### src/rtl/decode_issue.sv
// decode_issue: instruction sequencer for the execution unit's command side.
// Fetches 16-bit words from a synchronous ROM, decodes them, and issues each
// instruction as a one-cycle valid pulse. A per-register scoreboard tracks
// outstanding writes and stalls issue on RAW/WAW hazards. EU writebacks clear it.
module decode_issue #(
    parameter int                   PC_WIDTH = 8,
    parameter logic [PC_WIDTH-1:0]  RESET_PC = '0
) (
    input  logic                clk,
    input  logic                reset,
    input  logic                start,
    output logic [PC_WIDTH-1:0] imem_addr,
    input  logic [15:0]         imem_data,
    input  logic                eu_ready,
    input  logic                wb_en,
    input  logic [2:0]          wb_reg,
    output logic [3:0]          opcode,
    output logic [2:0]          op_a_adr,
    output logic [2:0]          op_b_adr,
    output logic [2:0]          dest_reg,
    output logic                issue_valid,
    output logic [7:0]          pending,
    output logic                halted
);

    localparam logic [2:0] S_IDLE   = 3'd0;
    localparam logic [2:0] S_FETCH  = 3'd1;
    localparam logic [2:0] S_DECODE = 3'd2;
    localparam logic [2:0] S_ISSUE  = 3'd3;
    localparam logic [2:0] S_HALTED = 3'd4;

    localparam logic [3:0] OP_NOP   = 4'b0000;
    localparam logic [3:0] OP_STORE = 4'b0101;
    localparam logic [3:0] OP_JMP   = 4'b1110;
    localparam logic [3:0] OP_HALT  = 4'b1111;

    logic [2:0]          state_q, state_d;
    logic [PC_WIDTH-1:0] pc_q, pc_d;
    logic [7:0]          pend_q, pend_d;
    logic [3:0]          op_q, op_d;
    logic [2:0]          dst_q, dst_d;
    logic [2:0]          sra_q, sra_d;
    logic [2:0]          srb_q, srb_d;

    logic [7:0]          clr_mask;
    logic [7:0]          eff;
    logic [7:0]          set_mask;
    logic                hazard;
    logic                fire;

    // Low instruction bits carry no meaning in this encoding.
    logic                unused_low_bits;
    assign unused_low_bits = ^imem_data[2:0];

    // JMP target sits in the low byte; resize it to the PC width.
    function automatic logic [PC_WIDTH-1:0] jmp_target(input logic [15:0] w);
        return PC_WIDTH'(w[7:0]);
    endfunction

    // Everything except NOP/JMP/HALT/STORE writes its destination register.
    function automatic logic writes_dest(input logic [3:0] op);
        return !(op == OP_NOP || op == OP_JMP || op == OP_HALT || op == OP_STORE);
    endfunction

    // Next-state, hazard detection and scoreboard update.
    always_comb begin
        state_d  = state_q;
        pc_d     = pc_q;
        op_d     = op_q;
        dst_d    = dst_q;
        sra_d    = sra_q;
        srb_d    = srb_q;
        fire     = 1'b0;
        set_mask = 8'h00;

        // A writeback this cycle already counts as retired, so it can
        // unblock a waiting instruction without a bubble.
        clr_mask = wb_en ? (8'b1 << wb_reg) : 8'h00;
        eff      = pend_q & ~clr_mask;
        hazard   = eff[sra_q] | eff[srb_q] | (writes_dest(op_q) & eff[dst_q]);

        case (state_q)
            S_IDLE: begin
                if (start) begin
                    pc_d    = RESET_PC;
                    state_d = S_FETCH;
                end
            end
            S_FETCH: begin
                state_d = S_DECODE;
            end
            S_DECODE: begin
                op_d  = imem_data[15:12];
                dst_d = imem_data[11:9];
                sra_d = imem_data[8:6];
                srb_d = imem_data[5:3];
                case (imem_data[15:12])
                    OP_JMP: begin
                        pc_d    = jmp_target(imem_data);
                        state_d = S_FETCH;
                    end
                    OP_HALT: begin
                        state_d = S_HALTED;
                    end
                    OP_NOP: begin
                        pc_d    = pc_q + PC_WIDTH'(1);
                        state_d = S_FETCH;
                    end
                    default: begin
                        state_d = S_ISSUE;
                    end
                endcase
            end
            S_ISSUE: begin
                if (!hazard && eu_ready) begin
                    fire = 1'b1;
                    if (writes_dest(op_q)) begin
                        set_mask = 8'b1 << dst_q;
                    end
                    pc_d    = pc_q + PC_WIDTH'(1);
                    state_d = S_FETCH;
                end
            end
            S_HALTED: begin
                if (start) begin
                    pc_d    = RESET_PC;
                    state_d = S_FETCH;
                end
            end
            default: begin
                state_d = S_IDLE;
            end
        endcase

        // Set after clear: a same-cycle set of the same bit wins.
        pend_d = eff | set_mask;
    end

    // State, PC, scoreboard and issue-field registers.
    always_ff @(posedge clk or negedge reset) begin
        if (!reset) begin
            state_q <= S_IDLE;
            pc_q    <= RESET_PC;
            pend_q  <= 8'h00;
            op_q    <= 4'h0;
            dst_q   <= 3'h0;
            sra_q   <= 3'h0;
            srb_q   <= 3'h0;
        end else begin
            state_q <= state_d;
            pc_q    <= pc_d;
            pend_q  <= pend_d;
            op_q    <= op_d;
            dst_q   <= dst_d;
            sra_q   <= sra_d;
            srb_q   <= srb_d;
        end
    end

    assign imem_addr   = pc_q;
    assign opcode      = op_q;
    assign dest_reg    = dst_q;
    assign op_a_adr    = sra_q;
    assign op_b_adr    = srb_q;
    assign pending     = pend_q;
    assign issue_valid = fire;
    assign halted      = (state_q == S_HALTED);

endmodule

### config.mk
export PLATFORM = sky130hd
export DESIGN_NAME = decode_issue
export DESIGN_NICKNAME = d
export VERILOG_FILES = /design/src/rtl/decode_issue.sv
export SDC_FILE = /design/constraint.sdc
export NUM_CORES = 1
export LEC_CHECK = 0
export ABC_AREA = 1
export CAP_MARGIN = 20
export CORE_MARGIN = 3
export CORE_UTILIZATION = 52
export DETAILED_ROUTE_END_ITERATION = 7
export PLACE_DENSITY = 0.9
export SYNTH_ARGS = -nofsm -noshare
export SYNTH_HDL_FRONTEND = slang
export SYNTH_SLANG_ARGS = --single-unit
### constraint.sdc
create_clock -name clk -period 5 [get_ports clk]
set_input_delay 0.5 -clock clk [delete_from_list [all_inputs] [get_ports clk]]
set_output_delay 0.5 -clock clk [all_outputs]
set_load 0.005 [all_outputs]
## Word-level counts from Yosys, hierarchy flattened

Index checks and enable logic that the tools add are counted.

- Register bits after elaboration: 32
- Output and inout bits: 31
- Word-level logic and storage cells: 65

- Add/subtract/negate cells: 1
- Order comparisons: 3
- Equal/unequal tests: 12
- Shifts and indexed selects: 2
- Muxes and demuxes: 20
- Bitwise operators: 6
- Reduce and logical (&&, ||, !) cells: 14

Operator list:

| operator | count |
|---|---|
| 8-bit two-way mux | 6 |
| 8-bit case mux with 3 select lines | 1 |
| 4-bit == test, second input constant | 4 |
| 8-bit case mux with 2 select lines | 1 |
| 1-bit by 3-bit << shifter with 8-bit output, first input constant | 2 |
| 3-bit by 4-bit < comparator with 1-bit output, second input constant | 3 |
| 3-bit case mux with 4 select lines | 1 |
| 1-bit binary-select mux with 3-bit select | 3 |
| 8-bit by 1-bit adder with 8-bit output, second input constant | 1 |
| 8-bit AND | 1 |
| 4-bit zero test | 2 |
| 8-bit NOT | 1 |
| 8-bit bitwise OR | 1 |
| 3-bit by 2-bit == test with 1-bit output, second input constant | 2 |
| 3-bit two-way mux | 2 |
| 3-bit case mux with 2 select lines | 1 |
| 1-bit two-way mux | 5 |
| 4-bit by 3-bit == test with 1-bit output, second input constant | 1 |
| 4-bit AND reduction | 1 |
| 2-bit OR reduction | 2 |
| 3-bit by 1-bit == test with 1-bit output, second input constant | 1 |
| 3-bit == test, second input constant | 1 |
| 3-bit zero test | 1 |
| 1-bit logical OR | 3 |
| 9 further kinds | 11 |

## Depth between registers and ports, before layout

- Word-level depth: 13
- Mapped depth: 16

## Least setup slack after synthesis

No wires, ideal clock.

- Path type: in2out
- From: input wb_en
- To: output issue_valid
- Arrival: 1.492 ns
- Slack: 3.008 ns
- Stages: 14
- Path buffers: 0
- Path through: inv_1 nor2_2 nand2_1 nand2_1 nand2_1 nand2_1 nor2_1 nand2_2 nand2_1 nor2_1 nand3_2 inv_2 nand2_1 inv_1

- Cells in the longest elaborated chain, start to end: 11

Ends and longest elaborated chain:

| element | line | source |
|---|---|---|
| start, declared | 15 | `input logic wb_en,` |
| 8-bit two-way mux (*) | 78 | `clr_mask = wb_en ? (8'b1 << wb_reg) : 8'h00;` |
| 8-bit NOT (*) | 79 | `eff = pend_q & ~clr_mask;` |
| 8-bit AND (*) | 79 |  |
| 1-bit binary-select mux with 3-bit select | 80 | `hazard = eff[sra_q] \| eff[srb_q] \| (writes_dest(op_q) & eff[dst_q]);` |
| 1-bit two-way mux (implied by the code) | 80 |  |
| 1-bit bitwise OR or 1-bit AND (tied branches) | 80 |  |
| 1-bit bitwise OR (*) | 80 |  |
| 1-bit zero test (*) | 115 | `if (!hazard && eu_ready) begin` |
| 1-bit logical AND (*) | 115 |  |
| 1-bit two-way mux (*) | 115 |  |
| 1-bit two-way mux (*) | 82 | `case (state_q)` |
| end, declared | 21 | `output logic issue_valid,` |

Mark *: on every way between the ends. The rest lies on a longest branch, timed or not. The select of a mux whose other input is x is not followed.

## Final worst setup path

- From: input wb_reg[1]
- To: output issue_valid

- Cells in the longest elaborated chain, start to end: 12

Ends and longest elaborated chain:

| element | line | source |
|---|---|---|
| start, declared | 16 | `input logic [2:0] wb_reg,` |
| 1-bit by 3-bit << shifter with 8-bit output (*) | 78 |  |
| 8-bit two-way mux (*) | 78 |  |
| 8-bit NOT (*) | 79 |  |
| 8-bit AND (*) | 79 |  |
| 1-bit binary-select mux with 3-bit select | 80 |  |
| 1-bit two-way mux (implied by the code) | 80 |  |
| 1-bit bitwise OR or 1-bit AND (tied branches) | 80 |  |
| 1-bit bitwise OR (*) | 80 |  |
| 1-bit zero test (*) | 115 |  |
| 1-bit logical AND (*) | 115 |  |
| 1-bit two-way mux (*) | 115 |  |
| 1-bit two-way mux (*) | 82 |  |

Marks and branches as above.

==> results by group <==
Timing
  – Slew Limit Fails: 0
  – Worst-Margin Slew: 0.610 ns
  – Hold Vio Cnt, Final: 0
  – Final critical-path required period: 3.25 ns
  – Skew final: 0.00931 ns
  – RSZ-0062 raised after global routing: false
  – Worst hold slack: around 0.54 ns
  – Final Cycle Share: 0.649
  – Worst slew margin: 0.593
  – Fmax: about 300 MHz
  – Final setup vio count: 0
  – Sum Neg Setup Slack: 0 ns

Outcome
  – Status: finished, final reports clean

Logic synthesis
  – Post-synth ARST share: 1.00
  – Syn Inst Count: 279
  – Sequential-to-total area share from yosys stat: 0.408
  – Syn Nets: 304
  – Synthesized area per cell: between 7 and 8 µm²
  – Yosys Warn Count: 0
  – Library cells used by synthesis: 31
  – Post-synth EDFFs: 0
  – Most used DFF post-synth: dfrtp_1
  – Post-synthesis register bit count: 32
  – Synthesized area: a little under 0.002 mm²

Setup path
  – Critical path's top delay family: buffers and inverters
  – Max incr delay on CP: around 0.52 ns
  – WP data arrival: about 2.8 ns
  – Crit Path Category: in -> out
  – Crit path top cell by count: nand2_1
  – Crit path max fanout: 7
  – Critical path's slowest cell: clkdlybuf4s50_1
  – Critical Path Sink Type: output port
  – Crit-path cells: clkdlybuf4s50_1 > inv_1 > nor2_1 > nand2_1 > nand2_1 > nand2_1 > nand2_1 > nor2_1 > nand2_2 > nand2_1 > nor2_1 > nand3_2 > inv_2 > nand2_1 > inv_1 > clkdlybuf4s50_1
  – Startpoint types: primary input
  – Req. time, crit path: 4.50 ns
  – Worst path bufs/invs: 5

Cells and area
  – Most frequent cells in the layout: nand2_1, clkdlybuf4s50_1, dfrtp_1
  – Post-layout net count: between 300 and 400
  – ANT cells: 0
  – Most common cell after layout, fill and taps aside: nand2_1
  – Layout cells sized above 1: 0.0765
  – Area growth, synth to finish: 36.3%
  – Core Util, Final: 0.766

Detailed routing
  – DR DRC count: 0
  – Via-per-instance ratio: between 5 and 6
  – Final ANT Viol Nets: 0
  – DR WL/cell: between 10 and 15 µm
  – DRT Pass-1 Iters: 6
  – DRT iter0 DRCs: around 180
  – Routed via count: ~2,100
  – Routed WL: between 5000 and 6000 µm

Die
  – Die Width: around 67 µm
  – Core area: approximately 0.0035 mm²
  – Io pins: 55
  – Die Y: just under 70 µm
  – Initial Util: 0.562
  – Rows: 21
  – Die area: 0.00455 mm²

CTS
  – Post-CTS resize count: 0
  – Reg clk slew, reported paths: around 0.07 ns
  – Clock latency at the later pin of the worst-skew pair: between 0.2 and 0.3 ns
  – CTS Buffer Depth: 2
  – CTS tree: done
  – # hold bufs at CTS: 0
  – TritonCTS Buffers: 5
  – Clk root buf: clkbuf_8
  – Htree depth: 2
  – Clock sink count: 32
  – Post-CTS Setup Bufs: 0

Global route
  – GRT overflow: 0
  – Total track usage: 0.253
  – Largest net degree at the start of global routing: 33
  – Antenna violations before repair: 0
  – Vias in the first global route: a little over 2,000
  – First-pass GRT wire length: between 8000 and 9000 µm

Power
  – Pwr Density: around 650 mW/mm²
  – Leak pwr: 1.33 nW
  – PnR Total Power: approximately 1.7 mW
  – Max VDD drop: 0.407 mV

Run
  – Max_cap viols: 0

Placed design
  – Dpl hpwl: approximately 4000 µm
  – GP Congestion: between 0.9 and 1
  – Port Buffers: 54

Min path
  – Hold Crit Class: reg -> reg
==> cells in the mapped netlist (all sizes together) (2+ instances only) <==
library cell	instances	area [µm²]
a21oi	3	15.0
dfrtp	32	801
inv	34	128
nand2	109	432
nand3	20	118
nand3b	2	15.0
nand4	16	100
nor2	23	93.8
nor3	4	20.0
o21ai	20	104
xor2	4	35.0
==> logic make-up after synthesis <==
group	count (synthesis)	share of synthesized area
AND/OR/NAND/NOR	175	0.400
AO/OA/AOI/OAI	29	0.0873
adder cells (fa/ha/maj)	1	0.00637
XOR/XNOR	5	0.0223
buffers and inverters	37	0.0765
flip-flops	32	0.408
==> tightest hold or removal path, stage by stage (launching register included) <==
cell     delay, ns
dfrtp_1       0.40
nand2_1       0.07
nand2_1       0.05
==> where the power goes <==
part	total [mW]	switching, mW	internal (mW)	leakage (nW)
logic	0.957	0.531	0.426	0.858
registers	0.504	0.129	0.376	0.405
clock network	0.272	0.0958	0.176	0.0645
==> per-layer routing <==
metal | track usage | part of all wire
met2 | 0.400 | 0.47
met5 | 0 | 0
met1 | 0.331 | 0.43
met4 | 0.119 | 0.025
met3 | 0.0516 | 0.077
==> metrics by stage <==
step                      setup WS, ns  instances  area, µm²
after floorplan                   3.01        279       1960
after global placement            1.86        378       2550
after detailed placement          1.81        378       2550
after CTS                         1.75        386       2680
after global routing              1.59        386       2680
final                             1.75        386       2680
==> layout make-up <==
type,count,area [µm²]
sequential,32,801
inverter,35,131
timing repair buffer,55,548
clock inverter,1,30.0
tap,46,57.6
fill,260,818
multi-input combinational,210,1010
clock buffer,7,96.3
==> worst paths after layout <==
check / startpoint / to / slack (ns) / depth (start not counted)
min reg2reg: opcode[0] / opcode[0] / 0.54 / 2
max reg2reg: state_q[2] / imem_addr[0] / 3.00 / 9
min: opcode[0] / opcode[0] / 0.54 / 2
max: wb_reg[1] / issue_valid / 1.75 / 16
max in group asynchronous: reset / pending[6] / 4.10 / 2
min in group asynchronous: reset / imem_addr[2] / 0.61 / 2
Power figures use the tool's default switching activity.
